$ cat src/rtl/square_pkg.sv
// Shared fixed-point definitions for the square and square-root units:
// default Q-format split and the 2-bit FSM state encoding both units expose.
`timescale 1ns/1ps
package square_pkg;

  localparam int FXP_IL = 4;
  localparam int FXP_FL = 16;

  typedef enum logic [1:0] {
    ST_IDLE    = 2'b00,
    ST_BUSY    = 2'b01,
    ST_DONE    = 2'b10,
    ST_ILLEGAL = 2'b11
  } fxp_state_e;

endpackage

$ cat src/rtl/square.sv
// Unsigned fixed-point squarer: x*x by sequential shift-add (one multiplier bit
// per cycle), then round-half-up to QIL.FL with saturation.
`timescale 1ns/1ps
module square
  import square_pkg::*;
#(
  parameter int IL = FXP_IL,
  parameter int FL = FXP_FL
) (
  input  logic              clk,
  input  logic              reset,
  input  logic [IL+FL-1:0]  in,
  input  logic              input_ready,
  input  logic              output_taken,
  output logic [IL+FL-1:0]  out,
  output logic [1:0]        state,
  output logic              done,
  output logic              overflow
);

  localparam int W  = IL + FL;
  localparam int PW = 2 * W;
  localparam int CW = $clog2(W + 1);
  localparam int RW = PW - FL + 1;

  // Handshake: input_ready is an operand-valid strobe honoured only in IDLE
  // (the operand is latched on that edge); output_taken acknowledges the
  // result and is honoured only in DONE. Neither is queued in other states.

  fxp_state_e     state_q, state_d;
  logic [CW-1:0]  cnt_q, cnt_d;
  logic [PW-1:0]  mcand_q, mcand_d;
  logic [W-1:0]   mplier_q, mplier_d;
  logic [PW-1:0]  acc_q, acc_d;
  logic [W-1:0]   out_q, out_d;
  logic           ovf_q, ovf_d;

  logic [PW-1:0]  acc_sum;
  logic [PW:0]    biased;
  logic [RW-1:0]  rnd;
  logic           sat;

  // Adding half an LSB before truncation gives P>>FL plus P[FL-1].
  always_comb begin
    acc_sum = acc_q + (mplier_q[0] ? mcand_q : '0);
    biased  = {1'b0, acc_sum} + ((PW+1)'(1) << (FL - 1));
    rnd     = RW'(biased >> FL);
    sat     = |rnd[RW-1:W];
  end

  always_comb begin
    state_d  = state_q;
    cnt_d    = cnt_q;
    mcand_d  = mcand_q;
    mplier_d = mplier_q;
    acc_d    = acc_q;
    out_d    = out_q;
    ovf_d    = ovf_q;
    case (state_q)
      ST_IDLE: begin
        if (input_ready) begin
          state_d  = ST_BUSY;
          mcand_d  = PW'(in);
          mplier_d = in;
          acc_d    = '0;
          cnt_d    = '0;
        end
      end
      ST_BUSY: begin
        acc_d    = acc_sum;
        mcand_d  = mcand_q << 1;
        mplier_d = mplier_q >> 1;
        cnt_d    = cnt_q + CW'(1);
        if (cnt_q == CW'(W - 1)) begin
          state_d = ST_DONE;
          out_d   = sat ? '1 : rnd[W-1:0];
          ovf_d   = sat;
        end
      end
      ST_DONE: begin
        if (output_taken) begin
          state_d  = ST_IDLE;
          cnt_d    = '0;
          mcand_d  = '0;
          mplier_d = '0;
          acc_d    = '0;
          out_d    = '0;
          ovf_d    = 1'b0;
        end
      end
      default: begin
        state_d  = ST_IDLE;
        cnt_d    = '0;
        mcand_d  = '0;
        mplier_d = '0;
        acc_d    = '0;
        out_d    = '0;
        ovf_d    = 1'b0;
      end
    endcase
  end

  always_ff @(posedge clk or negedge reset) begin
    if (!reset) begin
      state_q  <= ST_IDLE;
      cnt_q    <= '0;
      mcand_q  <= '0;
      mplier_q <= '0;
      acc_q    <= '0;
      out_q    <= '0;
      ovf_q    <= 1'b0;
    end else begin
      state_q  <= state_d;
      cnt_q    <= cnt_d;
      mcand_q  <= mcand_d;
      mplier_q <= mplier_d;
      acc_q    <= acc_d;
      out_q    <= out_d;
      ovf_q    <= ovf_d;
    end
  end

  // Result is gated by state so no partial value can ever leak onto out.
  assign state    = state_q;
  assign done     = (state_q == ST_DONE);
  assign out      = done ? out_q : '0;
  assign overflow = done & ovf_q;

endmodule

$ cat config.mk
export PLATFORM = sky130hd
export DESIGN_NAME = square
export DESIGN_NICKNAME = d
export VERILOG_FILES = /design/src/rtl/square_pkg.sv /design/src/rtl/square.sv
export SDC_FILE = /design/constraint.sdc
export NUM_CORES = 1
export LEC_CHECK = 0
export CAP_MARGIN = 20
export CORE_ASPECT_RATIO = 1.75
export CORE_MARGIN = 4
export CORE_UTILIZATION = 45
export DETAILED_ROUTE_END_ITERATION = 10
export GPL_TIMING_DRIVEN = 0
export PLACE_DENSITY_LB_ADDON = 0.12
export SYNTH_ARGS = -nofsm -noshare
export SYNTH_HDL_FRONTEND = slang
export SYNTH_SLANG_ARGS = --single-unit
$ cat constraint.sdc
create_clock -name clk -period 4.82 [get_ports clk]
set_input_delay 0.723 -clock clk [delete_from_list [all_inputs] [get_ports clk]]
set_output_delay 0.723 -clock clk [all_outputs]
set_load 0.05 [all_outputs]
Word-level counts from Yosys, hierarchy flattened:

Index checks and enable logic that the tools add are counted.

* shifts and indexed selects: 0
* $add $sub $neg: 3
* $mul: 0
* reduce and logical (&&, ||, !) cells: 5
* bitwise gates (word level): 2
* magnitude comparators: 0
* div/mod/pow operators: 0
* equal/unequal tests: 6
* muxes and demuxes: 23

Operators by type and width (count)
* one-hot mux 40 bit (3 select lines): 2
* 2-to-1 mux 40 bit: 4
* one-hot mux 20 bit (3 select lines): 2
* 2-to-1 mux 20 bit: 5
* adder 40 x 16 -> 41 bit (second input constant): 1
* adder 40 bit: 1
* one-hot mux 5 bit (3 select lines): 1
* 2-to-1 mux 5 bit: 2
* 2-to-1 mux 2 bit: 3
* != test 2 bit (second input constant): 3
* one-hot mux 2 bit (3 select lines): 1
* AND reduction 3 bit: 2
* adder 5 x 1 -> 5 bit (second input constant): 1
* equality test 5 bit (second input constant): 1
* OR reduction 5 bit: 1
* one-hot mux 1 bit (3 select lines): 1
* equality test 2 x 1 -> 1 bit (second input constant): 1
* equality test 2 bit (second input constant): 1
* logical NOT 2 bit: 1
* 2-to-1 mux 1 bit: 2
* AND reduction 2 bit: 1
* bitwise AND 1 bit: 1
* inverter 1 bit: 1

* bits in latches: 0
* logic and storage cells: 46
* output and inout port bits: 24
* register bits: 128
* ROM bits: 0
* memories kept: 0
* memory bits (writable): 0
* bits of input ports: 24

Logic depth before layout (Yosys ltp):

Gate-level depths: netlist of run 1.

* word-level depth: 7
* depth in mapped cells: 18
* gate-level depth less buffers: 16

Worst setup path after synthesis of run 1:

No wires, ideal clock.

* path type: register -> register
* start: register mplier_q[0]
* end: register out_q[11]
* clock period less this slack: 4.052 ns
* library setup time: 0.126 ns
* stages on the path, launching flop included: 17
* slack: 0.768 ns
* required time: 4.694 ns
* arrival: 3.926 ns
* cell sequence: dfrtp_1 > clkbuf_1 > and2_1 > ha_1 > fa_1 > a211oi_1 > o21ai_0 > nand2_1 > a31oi_1 > o32ai_1 > xnor2_1 > or4b_1 > buf_2 > nor4_2 > o31ai_2 > buf_6 > a221o_1

* longest elaborated chain between the ends: 7

RTL lines
* from (decl): line square.sv:33 `logic [W-1:0] mplier_q, mplier_d;`
* from (signal assigned): line square.sv:116 `mplier_q <= mplier_d;`
* 2-to-1 mux 40 bit *: line square.sv:45 `acc_sum = acc_q + (mplier_q[0] ? mcand_q : '0);`
* adder 40 bit *: line square.sv:45
* adder 40 x 16 -> 41 bit *: line square.sv:46 `biased = {1'b0, acc_sum} + ((PW+1)'(1) << (FL - 1));`
* OR reduction 5 bit: line square.sv:48 `sat = |rnd[RW-1:W];`
* 2-to-1 mux 20 bit *: line square.sv:76 `out_d = sat ? '1 : rnd[W-1:0];`
* 2-to-1 mux 20 bit *: line square.sv:74 `if (cnt_q == CW'(W - 1)) begin`
* one-hot mux 20 bit (3 select lines) *: line square.sv:59 `case (state_q)`
* to (signal assigned): line square.sv:118 `out_q <= out_d;`
* to (decl): line square.sv:35 `logic [W-1:0] out_q, out_d;`

Mark *: on every way between the ends. The rest lies on a longest branch, timed or not. The select of a mux whose other input is x is not followed.
A chain may end at the register's enable or synchronous reset.

Worst setup path in the final report of run 1:

* start: register mplier_q[0]
* end: register out_q[14]

Same word-level chain as after synthesis.

==> flow_metrics.tcl, run 1 <==
set metrics [dict create \
    cts.reportedPaths.clkPinSlew_ns 0.06 \
    cap_violations 0 \
    setup_slack_ns 0.150 \
    maxSlewHeadroom_pct 32.3 \
    drt-initial-drc-count 417 \
    die_w_um 113 \
    p_per_area_nw_per_um2 521 \
    place.gp.congestion 0.976 \
    ios 48 \
    hpwl_um 21100 \
    die_area_sq_um 21700 \
    core_area_sq_um 19100 \
    vias 7642 \
    avgSynthCellArea_sq_um 9.44 \
    synth_edf_count 0 \
    n_fill_cell 1808 \
    fin_skew_ns 0.0120 \
    hold_buffers 0 \
    area_growth_syn_to_layout_pct 19.4 \
    portBuffers 47 \
    setup_violations 0 \
    rsz0062_at_grt "false" \
    fin_crit_ns 4.67 \
    dp.cells 1210 \
    grtUsageTotal_pct 25.3 \
    cts_buffers 17 \
    syn-num-nets 987 \
    grt_pass1_wl_um 42100 \
    grt_pass1_vias 7749 \
    syn-instance-count 921 \
    critPathLaunchType "flip-flop" \
    synth.top_cell.area_share_pct 36.8 \
    drt_first_pass_iters 7 \
    cts_tree "yes" \
    synthFlopType "dfrtp_1" \
    layout-drive-gt1-share_pct 13.8 \
    yosys.area.top_type "dfrtp_1" \
    worstPathArrival_ns 4.98 \
    ys.warnings.count 0 \
    grt_max_degree 88 \
    fp.dieH_um 192 \
    post-place-ws_ns -0.788 \
    clk_latency_ns 0.43 \
    design_area_sq_um 10400 \
    viasPerCell 6.13 \
    fin_crit_sh_pct 96.9 \
    wl_per_cell_um 21.6 \
    min_path_type "input port to asynchronous set/reset pin" \
    outcome "completed" \
    leakage_nw 4.47 \
    synthTopCellsByArea "dfrtp_1 37%, a221o_1 6.4%, and2_1 6.3%" \
    ys_seq_area_share_pct 36.8 \
    endpoint_kind "flip-flop" \
    synth_cell_types 85 \
    grt-ovfl-total 0 \
    slew_violations 0 \
    h-tree-depth 4 \
    placed_area_sq_um 9500 \
    path_class "flip-flop to flip-flop" \
    synthArstFlopShare_pct 100 \
    synthTopCellsByCount "128 x dfrtp_1, 88 x and2_1, 86 x nand2_1" \
    ant_nets 0 \
    final_cells 1247 \
    drc 0 \
    initial_core_util_pct 45.5 \
    routed_wl_um 26900 \
    fmax_ghz 0.214 \
    hold_violations 0 \
    cts_sinks 128 \
    n_antenna_cell 0 \
    antenna_found_initial 0 \
    synth_seq_cells 128 \
    tightest_slew_ns 1.01 \
    netlist_area_sq_um 8700 \
    reg2regPathDepth 16 \
    nets 1059 \
    cts_max_path_buffers 2 \
    ir_drop_uv 258 \
    required_ns 5.13 \
    root_buffer "clkbuf_16" \
    synth.most_common_cell "dfrtp_1" \
    row_count 67 \
    cp_max_fo 10 \
]
-- metal layers --
layer,wire [um],vias up,track usage [%]
li1,-,3652,-
met1,9480,3699,25.5
met2,14800,209,48.3
met3,922,82,3.06
met4,1660,0,15.4
met5,0,-,0
-- critical path, stage by stage (launching register included) --
cell and delay [ns]:
dfrtp_2 0.46, clkbuf_4 0.21, and2_1 0.22, ha_1 0.30, buf_4 0.15, nand4_4 0.17, nor4_4 0.31, nand3_2 0.19
and3_1 0.20, or3_4 0.42, a2111o_1 0.38, or4b_1 0.51, buf_2 0.19, nor4_4 0.31, o31ai_4 0.12, buf_6 0.16
a221o_1 0.26
-- cells in the final DEF, fill, tap and decap left out, types with 5 or more instances in the layout --
cell	netlist	routed
inv_1	12	12
ha_1	41	38
xor2_1	17	15
buf_6	11	12
clkbuf_1	31	28
a21oi_1	55	52
nor2_1	37	35
nand4_1	14	14
a211oi_1	7	5
buf_4	5	11
nand3_1	11	11
nor3_1	24	19
o21ai_1	8	9
o211ai_1	8	8
a31oi_1	8	8
clkbuf_16	0	17
nor2b_1	7	6
and2_1	88	88
xnor2_1	21	21
o21ai_0	52	49
nand2_1	86	85
o31ai_1	8	7
and3_1	8	8
a211o_1	5	5
buf_2	6	7
clkbuf_8	4	6
a22o_1	42	42
dfrtp_1	128	127
clkdlybuf4s50_1	0	46
a221o_1	56	56
a21o_1	14	14
-- cell type report --
cell class / instances / area [sq um] / area share [%]
buffer: 63 / 408 / 3.93
sequential: 128 / 3200 / 30.9
inverter: 12 / 45.0 / 0.434
clock buffer: 19 / 453 / 4.36
multi-input combinational: 717 / 5230 / 50.4
tap: 241 / 302 / 2.90
timing repair buffer: 54 / 544 / 5.24
clock inverter: 13 / 198 / 1.90
-- per-stage QoR --
stage | TNS [ns] | hold slack, ns | power (mW) | utilization (%)
floorplan | 0 | 0.427 | 3.29 | -
global placement | -288.77 | 0.452 | 3.87 | 49.5
detailed placement | -16.14 | 0.472 | 3.91 | 49.7
CTS | 0 | 0.215 | 5.39 | 53.6
global route | 0 | 0.232 | 5.74 | 54.3
finish | 0 | 0.204 | 5.41 | 54.3
-- cell families (layout without fill, tap and decap cells) --
logic type / Yosys count / after routing / synth area share (%)
muxes: 5 / 5 / 0.633
adders and majority gates: 42 / 42 / 6.13
DFF: 128 / 128 / 36.8
xor gates and xnor gates: 38 / 38 / 3.83
buffers and inverters: 76 / 161 / 5.25
AOI/OAI and AO/OA: 312 / 312 / 26.8
and+or+nand+nor: 320 / 320 / 20.5
-- power by group --
| group | internal, mW | switching [mW] |
|---|---|---|
| logic | 0.933 | 1.26 |
| registers | 1.47 | 0.298 |
| clock network | 0.903 | 0.542 |
-- path summary, 6_finish.rpt --
check / startpoint / end / slack [ns]
max in group asynchronous: reset / mplier_q[0] / 3.83
worst max register to register: mplier_q[0] / out_q[14] / 0.15
worst min register to register: out_q[2] / out_q[2] / 0.49
worst min-delay path: reset / out_q[3] / 0.20
worst max-delay path: mplier_q[0] / out_q[14] / 0.15
min in group clk: out_q[2] / out_q[2] / 0.49
-- state kept, by name, summed over array words and instances, names as in the netlist --
name	cells
acc_q	40
cnt_q	5
mcand_q	40
mplier_q	20
out_q	20
ovf_q	1
state	2
-- repair_timing --
item	CTS	global route
setup endpoints to repair	21	21
pin swaps	2	5
buffers inserted	2	4
resized for setup	19	29
No activity file was read; power rests on OpenSTA's default activity.
==> run 2, diff against run 1 <==
SKIP_CTS_REPAIR_TIMING = 1   (was default)
==> flow_metrics.tcl, run 2 (same netlist as run 1, synthesis figures left out) <==
set metrics [dict create \
    crit_path_max_incr_delay_ns 0.49 \
    drt_first_pass_iters 7 \
    internal-power_mw 3.32 \
    root_buffer "clkbuf_16" \
    fin_hold_ws_ns 0.204 \
    reg2regPathDepth 16 \
    dp.cells 1210 \
    place.gp.congestion 0.976 \
    antenna_found_initial 0 \
    final_cells 1248 \
    rsz0062_at_grt "true" \
    p_sw_mw 2.11 \
    p_per_area_nw_per_um2 522 \
    worstPathArrival_ns 5.00 \
    slowest_stage "or4b_1" \
    reg_top3 "acc_q x40, mcand_q x40" \
    clkPwrFrac_pct 26.6 \
    routed_wl_um 26900 \
    outcome "completed" \
    maxSlewHeadroom_pct 36.3 \
    utilization_pct 54.4 \
    grt_pass1_wl_um 41700 \
    cts.reportedPaths.clkPinSlew_ns 0.06 \
    n_antenna_cell 0 \
    fin_setup_tns_ns 0 \
    pwr-share-comb_pct 40.7 \
    fp.dieH_um 192 \
    fin_crit_ns 4.69 \
    cap_violations 0 \
    grt_max_degree 88 \
    nets 1060 \
    slew_violations 0 \
    cp_common_cell "nor4_4" \
    wl_per_cell_um 21.5 \
    fmax_ghz 0.213 \
    endpoint "out_q[14]" \
    area_growth_syn_to_layout_pct 19.6 \
    layout_commonest_cell "dfrtp_1" \
    ant_nets 0 \
    critPathLaunchType "flip-flop" \
    power_mw 5.43 \
    core_area_sq_um 19100 \
    h-tree-depth 4 \
    fin_crit_sh_pct 97.4 \
    tightest_slew_ns 0.946 \
    path_class "flip-flop to flip-flop" \
    endpoint_kind "flip-flop" \
    cts_sinks 128 \
    vias 7672 \
    portBuffers 47 \
    required_ns 5.13 \
    timing.rr.end "out_q[14]" \
    grtUsageTotal_pct 25.1 \
    cts_buffers 17 \
    fin_skew_ns 0.0115 \
    crit_start "mplier_q[0]" \
    cp_max_fo 10 \
    reg2reg_slack_ns 0.13 \
    leakage_nw 4.49 \
    cts_tree "yes" \
    row_count 67 \
    die_area_sq_um 21700 \
    drt-initial-drc-count 359 \
    ios 48 \
    die_w_um 113 \
    drc 0 \
    hpwl_um 21100 \
    hold_violations 0 \
    final_cell_mix "127 x dfrtp_1, 88 x and2_1, 85 x nand2_1" \
    cp_cell_sequence "clkbuf_4 > and2_1 > ha_1 > buf_4 > nand4_4 > nor4_4 > nand3_2 > and3_1 > or3_4 > a2111o_1 > or4b_1 > buf_2 > nor4_4 > o31ai_4 > buf_6 > a221o_1" \
    min_path_type "input port to asynchronous set/reset pin" \
    power_frac_seq_pct 32.7 \
    cts_max_path_buffers 2 \
    viasPerCell 6.15 \
    ir_drop_uv 258 \
    grt-ovfl-total 0 \
    grt_pass1_vias 7696 \
    layout-drive-gt1-share_pct 13.2 \
    switching_share_pct 38.8 \
    initial_core_util_pct 45.5 \
    setup_violations 0 \
    worstReg2RegStart "mplier_q[0]" \
    clk_latency_ns 0.43 \
]
[run 2: power by group through the flow]
stage | sequential, mW | clock (mW) | combinational [mW]
5_1_grt | 1.82 | 1.51 | 2.43
2_1_floorplan | 1.68 | 0 | 1.61
4_1_cts | 1.77 | 1.47 | 2.13
6_report | 1.77 | 1.45 | 2.21
3_3_place_gp | 1.78 | 0 | 2.09
3_5_place_dp | 1.79 | 0 | 2.12
[run 2: worst min-delay path by stage]
stage	slack, ns	startpoint	depth (start not counted)	endpoint
6_report	0.20	reset	1	out_q[3]
5_1_grt	0.23	reset	1	out_q[3]
4_1_cts	0.22	reset	1	out_q[3]
3_5_place_dp	0.47	ovf_q	1	ovf_q
3_3_place_gp	0.45	ovf_q	1	ovf_q
2_1_floorplan	0.43	reset	0	acc_q[0]
[run 2: final cells by class]
class                           instances  area, sq um
Clock buffer                           19          453
Multi-Input combinational cell        717         5240
Tap cell                              241          302
Clock inverter                         13          198
Buffer                                 64          418
Inverter                               12         45.0
Sequential cell                       128         3200
Timing Repair Buffer                   54          544
Fill cell                            1801         8710
[run 2: through the flow]
| step | instance area (sq um) | setup WS [ns] |
|---|---|---|
| after floorplan | 8700 | 0.768 |
| after global placement | 9470 | -2.16 |
| after detailed placement | 9500 | -0.788 |
| after CTS | 10100 | -0.823 |
| after global routing | 10400 | -0.0318 |
| final | 10400 | 0.127 |
[run 2: critical path: cells and delay by family, from the launching register on]
family | cells | cell delay (ns)
AOI/OAI and AO/OA | 3 | 0.75
adders and majority gates | 1 | 0.29
buffers and inverters | 4 | 0.70
DFF | 1 | 0.46
and+or+nand+nor | 8 | 2.35
[run 2: layer usage]
| layer | track usage [%] | vias up | share of wire (%) |
|---|---|---|---|
| met5 | 0 | - | 0 |
| met4 | 15.9 | 0 | 6.6 |
| met3 | 3.06 | 85 | 3.2 |
| met2 | 47.8 | 211 | 55 |
| met1 | 25.3 | 3724 | 35 |
| li1 | - | 3652 | - |
==> RTL change 1: new RTL, settings of run 2 <==
Change the package constant `FXP_FL` from 16 to 32.
--- a/src/rtl/square_pkg.sv
+++ b/src/rtl/square_pkg.sv
@@ -4,7 +4,7 @@
 package square_pkg;
 
   localparam int FXP_IL = 4;
-  localparam int FXP_FL = 16;
+  localparam int FXP_FL = 32;
 
   typedef enum logic [1:0] {
     ST_IDLE    = 2'b00,
Interface: changed (resized in and out); port bits go from 48 to 80. The function was not compared with the original's and may differ.
==> RTL change 1 against run 2 <==
  * The run now ends with negative setup slack left
  * Final area grew 89%
  * Power grew 81%
  * Setup slack lost 0.59 ns
  * Sequential cell count grew 97
  * Wire length grew 120%
  * Area after synthesis up 81%
  * Hold slack got worse by 0.15 ns
  * Sequential share of layout area fell by 2.2 points
  * First-iteration DRC count increased by 130%
  * Highest routed layer unchanged
==> RTL change 1: results <==
set metrics [dict create \
    status "finished with violations" \
    violations "negative setup slack" \
    synth_cell_types 89 \
    report.final.setup_viol 37 \
    critPathMaxStageDelay_ns 0.51 \
    timing.final.ws_setup_ns -0.462 \
    drtIter0Drc 817 \
    routed.top_layer "met4" \
    hold_path_class "input pin to asynchronous set/reset pin" \
    hold_slack_ns 0.0498 \
    track_usage_pct 29.9 \
    grt_util_met3_pct 3.15 \
    r2r-end "out_q[11]" \
    wl_met3_um 2160 \
    wl_per_cell_um 24.6 \
    drt-met1-wl_um 20400 \
    use_met1_pct 30.5 \
    nets 2037 \
    routabilityCongestion 0.941 \
    cts_buffers 23 \
    finalSetupTns_ns -14.70 \
    largest_registers "acc_q: 72 flops, mcand_q: 72 flops" \
    viasPerCell 6.14 \
    netlist_top_cells_area "dfrtp_1, a221o_1, and2_1, ha_1, nand2_1" \
    syn_nets 1847 \
    peakVddDrop_mv 0.386 \
    n_fill_cell 3238 \
    placed_cells 2275 \
    clk_latency_ns 0.56 \
    syn_area_per_cell_um2 9.07 \
    io_buffers 79 \
    ctsLongestPathBuffers 3 \
    crit_arrival_ns 5.71 \
    drt_wl_total_um 58900 \
    synth_ff_type "dfrtp_1" \
    grt_pass1_vias 14600 \
    dpl.hpwl_um 45900 \
    synthTopCellsByCount "dfrtp_1, nand2_1, and2_1" \
    met2_usage_pct 56.8 \
    fin_skew_ns 0.0122 \
    seq_area_frac_synth_pct 35.8 \
    worst_path_max_delay_cell "a211oi_4" \
    dr_wl_met2_um 31500 \
    h-tree-depth 1 \
    relSlewSlack_pct 43.2 \
    grt_first_pass_wirelength_um 86500 \
    layout-drive-gt1-share_pct 18.7 \
]
## RTL change 1: cell types whose count changed in the layout (fill, tap and decap cells not counted), moves of 31 or more
cell | before | now
o21ai_0 | 49 | 90
and2_1 | 88 | 149
a21oi_1 | 53 | 87
a221o_1 | 56 | 104
dfrtp_1 | 127 | 225
clkbuf_1 | 28 | 72
nand2_1 | 85 | 163
clkdlybuf4s50_1 | 46 | 78
nand4_1 | 14 | 45
nor2_1 | 36 | 82
ha_1 | 39 | 70
buf_4 | 11 | 88
## RTL change 1: where the power goes
group,internal (mW),switching [mW]
registers,2.58,0.493
clock network,1.06,0.835
logic,2.00,2.84
total,5.65,4.17
## RTL change 1: cell families (layout without fill, tap and decap cells)
family / count (synthesis) / after routing / synth area share [%]
adder cells (fa/ha/maj): 74 / 74 / 5.94
buffers and inverters: 152 / 358 / 4.29
flip-flops: 225 / 225 / 35.8
AO/OA/AOI/OAI: 573 / 573 / 27.5
AND/OR/NAND/NOR: 614 / 614 / 20.9
XOR/XNOR: 92 / 92 / 5.27
multiplexers: 3 / 3 / 0.207
## RTL change 1: cell type report
type / count / area, µm² / area share [%]
buffer: 125 / 642 / 3.26
multi-input combinational: 1356 / 10400 / 52.8
sequential: 225 / 5630 / 28.6
tap: 460 / 576 / 2.92
clock inverter: 13 / 163 / 0.826
inverter: 22 / 82.6 / 0.419
clock buffer: 28 / 604 / 3.07
timing repair buffer: 170 / 1590 / 8.07
## RTL change 1: worst max-delay path by stage
stage                      startpoint          end  depth (start not counted)
after floorplan           mplier_q[0]    out_q[23]                         20
after global placement          reset  mcand_q[47]                          1
after detailed placement  mplier_q[0]    out_q[17]                         21
after CTS                 mplier_q[0]     out_q[9]                         21
after global routing      mplier_q[0]    out_q[16]                         23
final                     mplier_q[0]    out_q[11]                         21
==> RTL change 2: new RTL, settings of run 2 <==
Without the edit above. Register the output `overflow`, with the module's reset; this adds one clock of latency there. The other outputs are not delayed to match.
--- a/src/rtl/square.sv
+++ b/src/rtl/square.sv
@@ -124,7 +124,13 @@
   assign state    = state_q;
   assign done     = (state_q == ST_DONE);
   assign out      = done ? out_q : '0;
-  assign overflow = done & ovf_q;
+  always_ff @(posedge clk or negedge reset) begin
+    if (!reset) begin
+      overflow <= '0;
+    end else begin
+      overflow <= done & ovf_q;
+    end
+  end
 
 endmodule
 
Behaviour: same outputs for any inputs over 10 cycles, from zero or initial values and one cycle with reset low; that may be too few to reach the edited logic, so the function may still have changed.
==> RTL change 2 against run 2 <==
  * The flow now finishes with violations (negative setup slack)
  * Synthesized cell count down 2.7%
  * Setup slack worse by 0.35 ns
  * Sequential cell count up 1
  * Via count down 1.9%
  * Power up 5.0%
  * Final area up 0.28%
  * Global-route usage up 0.20 points
  * Area after synthesis down 4.1%
  * Fmax down 7.0%
  * Wire length down 1.1%
  * Critical endpoint is now out_q[2]
==> RTL change 2: results <==
set metrics [dict create \
    routabilityCongestion 0.952 \
    track_usage_pct 25.3 \
    synth_cell_types 72 \
    p_leak_nw 4.48 \
    wl_met3_um 878 \
    dpl.hpwl_um 20300 \
    drt-pass1-iter-count 5 \
    drt-met1-wl_um 9440 \
    dr_wl_met2_um 14400 \
    violations "negative setup slack" \
    synth_compound_area_share_pct 25.4 \
    use_met1_pct 25.9 \
    synthTopCellsByCount "dfrtp_1, and2_1, nand2_1" \
    finalSetupTns_ns -3.88 \
    syn_nets 962 \
    fin_skew_ns 0.0104 \
    path_clk_slew_ns 0.06 \
    muxShareOfSynthArea_pct 0.420 \
    n_fill_cell 1667 \
    synth_fa_ha_area_share_pct 6.39 \
    grt_pass1_vias 7553 \
    seq_area_frac_synth_pct 38.7 \
    timing.final.ws_setup_ns -0.225 \
    status "finished with violations" \
    wl_per_cell_um 21.4 \
    comb-power_mw 2.48 \
    met2_usage_pct 46.8 \
    layout-drive-gt1-share_pct 16.7 \
    grt_util_met3_pct 3.87 \
    report.final.setup_viol 21 \
    p_switching_mw 2.22 \
    netlist_top_cells_area "dfrtp_1, a221o_1, ha_1, and2_1, a22o_1" \
    viasPerCell 6.06 \
]
[RTL change 2: path summary, 6_finish.rpt]
kind	start	endpoint	slack, ns	cells past startpoint
worst max-delay path	mplier_q[0]	out_q[2]	-0.23	16
worst min-delay path	reset	out_q[10]	0.18	1
worst max register to register	mplier_q[0]	out_q[2]	-0.23	16
worst min register to register	ovf_q	ovf_q	0.48	1
max in group asynchronous	reset	mplier_q[0]	3.82	2
min in group clk	ovf_q	ovf_q	0.48	1
[RTL change 2: worst max-delay path, stage by stage (launching register included)]
cell and delay (ns):
dfrtp_2 0.50, buf_2 0.18, and2_1 0.19, ha_1 0.31
buf_4 0.18, nand4_1 0.15, nor3_2 0.25, a22oi_2 0.14
and4_1 0.19, or3_4 0.43, or4_4 0.57, nor3_4 0.31
nand4_1 0.18, mux2_4 0.36, o41a_4 0.52, clkbuf_16 0.19
a221o_1 0.27
[RTL change 2: area by class of cell]
cell class | instances | area (µm²) | area share, %
multi-input cells | 699 | 5130 | 49.2
flip-flops and latches | 129 | 3230 | 31.0
repair buffers | 79 | 748 | 7.17
clock buffers | 21 | 460 | 4.42
plain buffers | 55 | 347 | 3.32
well taps | 234 | 293 | 2.81
clock inverters | 11 | 175 | 1.68
inverters | 13 | 48.8 | 0.468
[RTL change 2: per-stage QoR]
stage	instances	setup slack, ns	hold slack [ns]	cell area [µm²]	power (mW)
2_1_floorplan	896	0.433	0.427	8340	3.29
3_3_place_gp	1177	-2.30	0.452	9100	3.93
3_5_place_dp	1180	-0.932	0.466	9150	3.97
4_1_cts	1212	-0.967	0.182	9790	5.40
5_1_grt	1241	-0.354	0.193	10400	6.05
6_report	1241	-0.225	0.182	10400	5.70
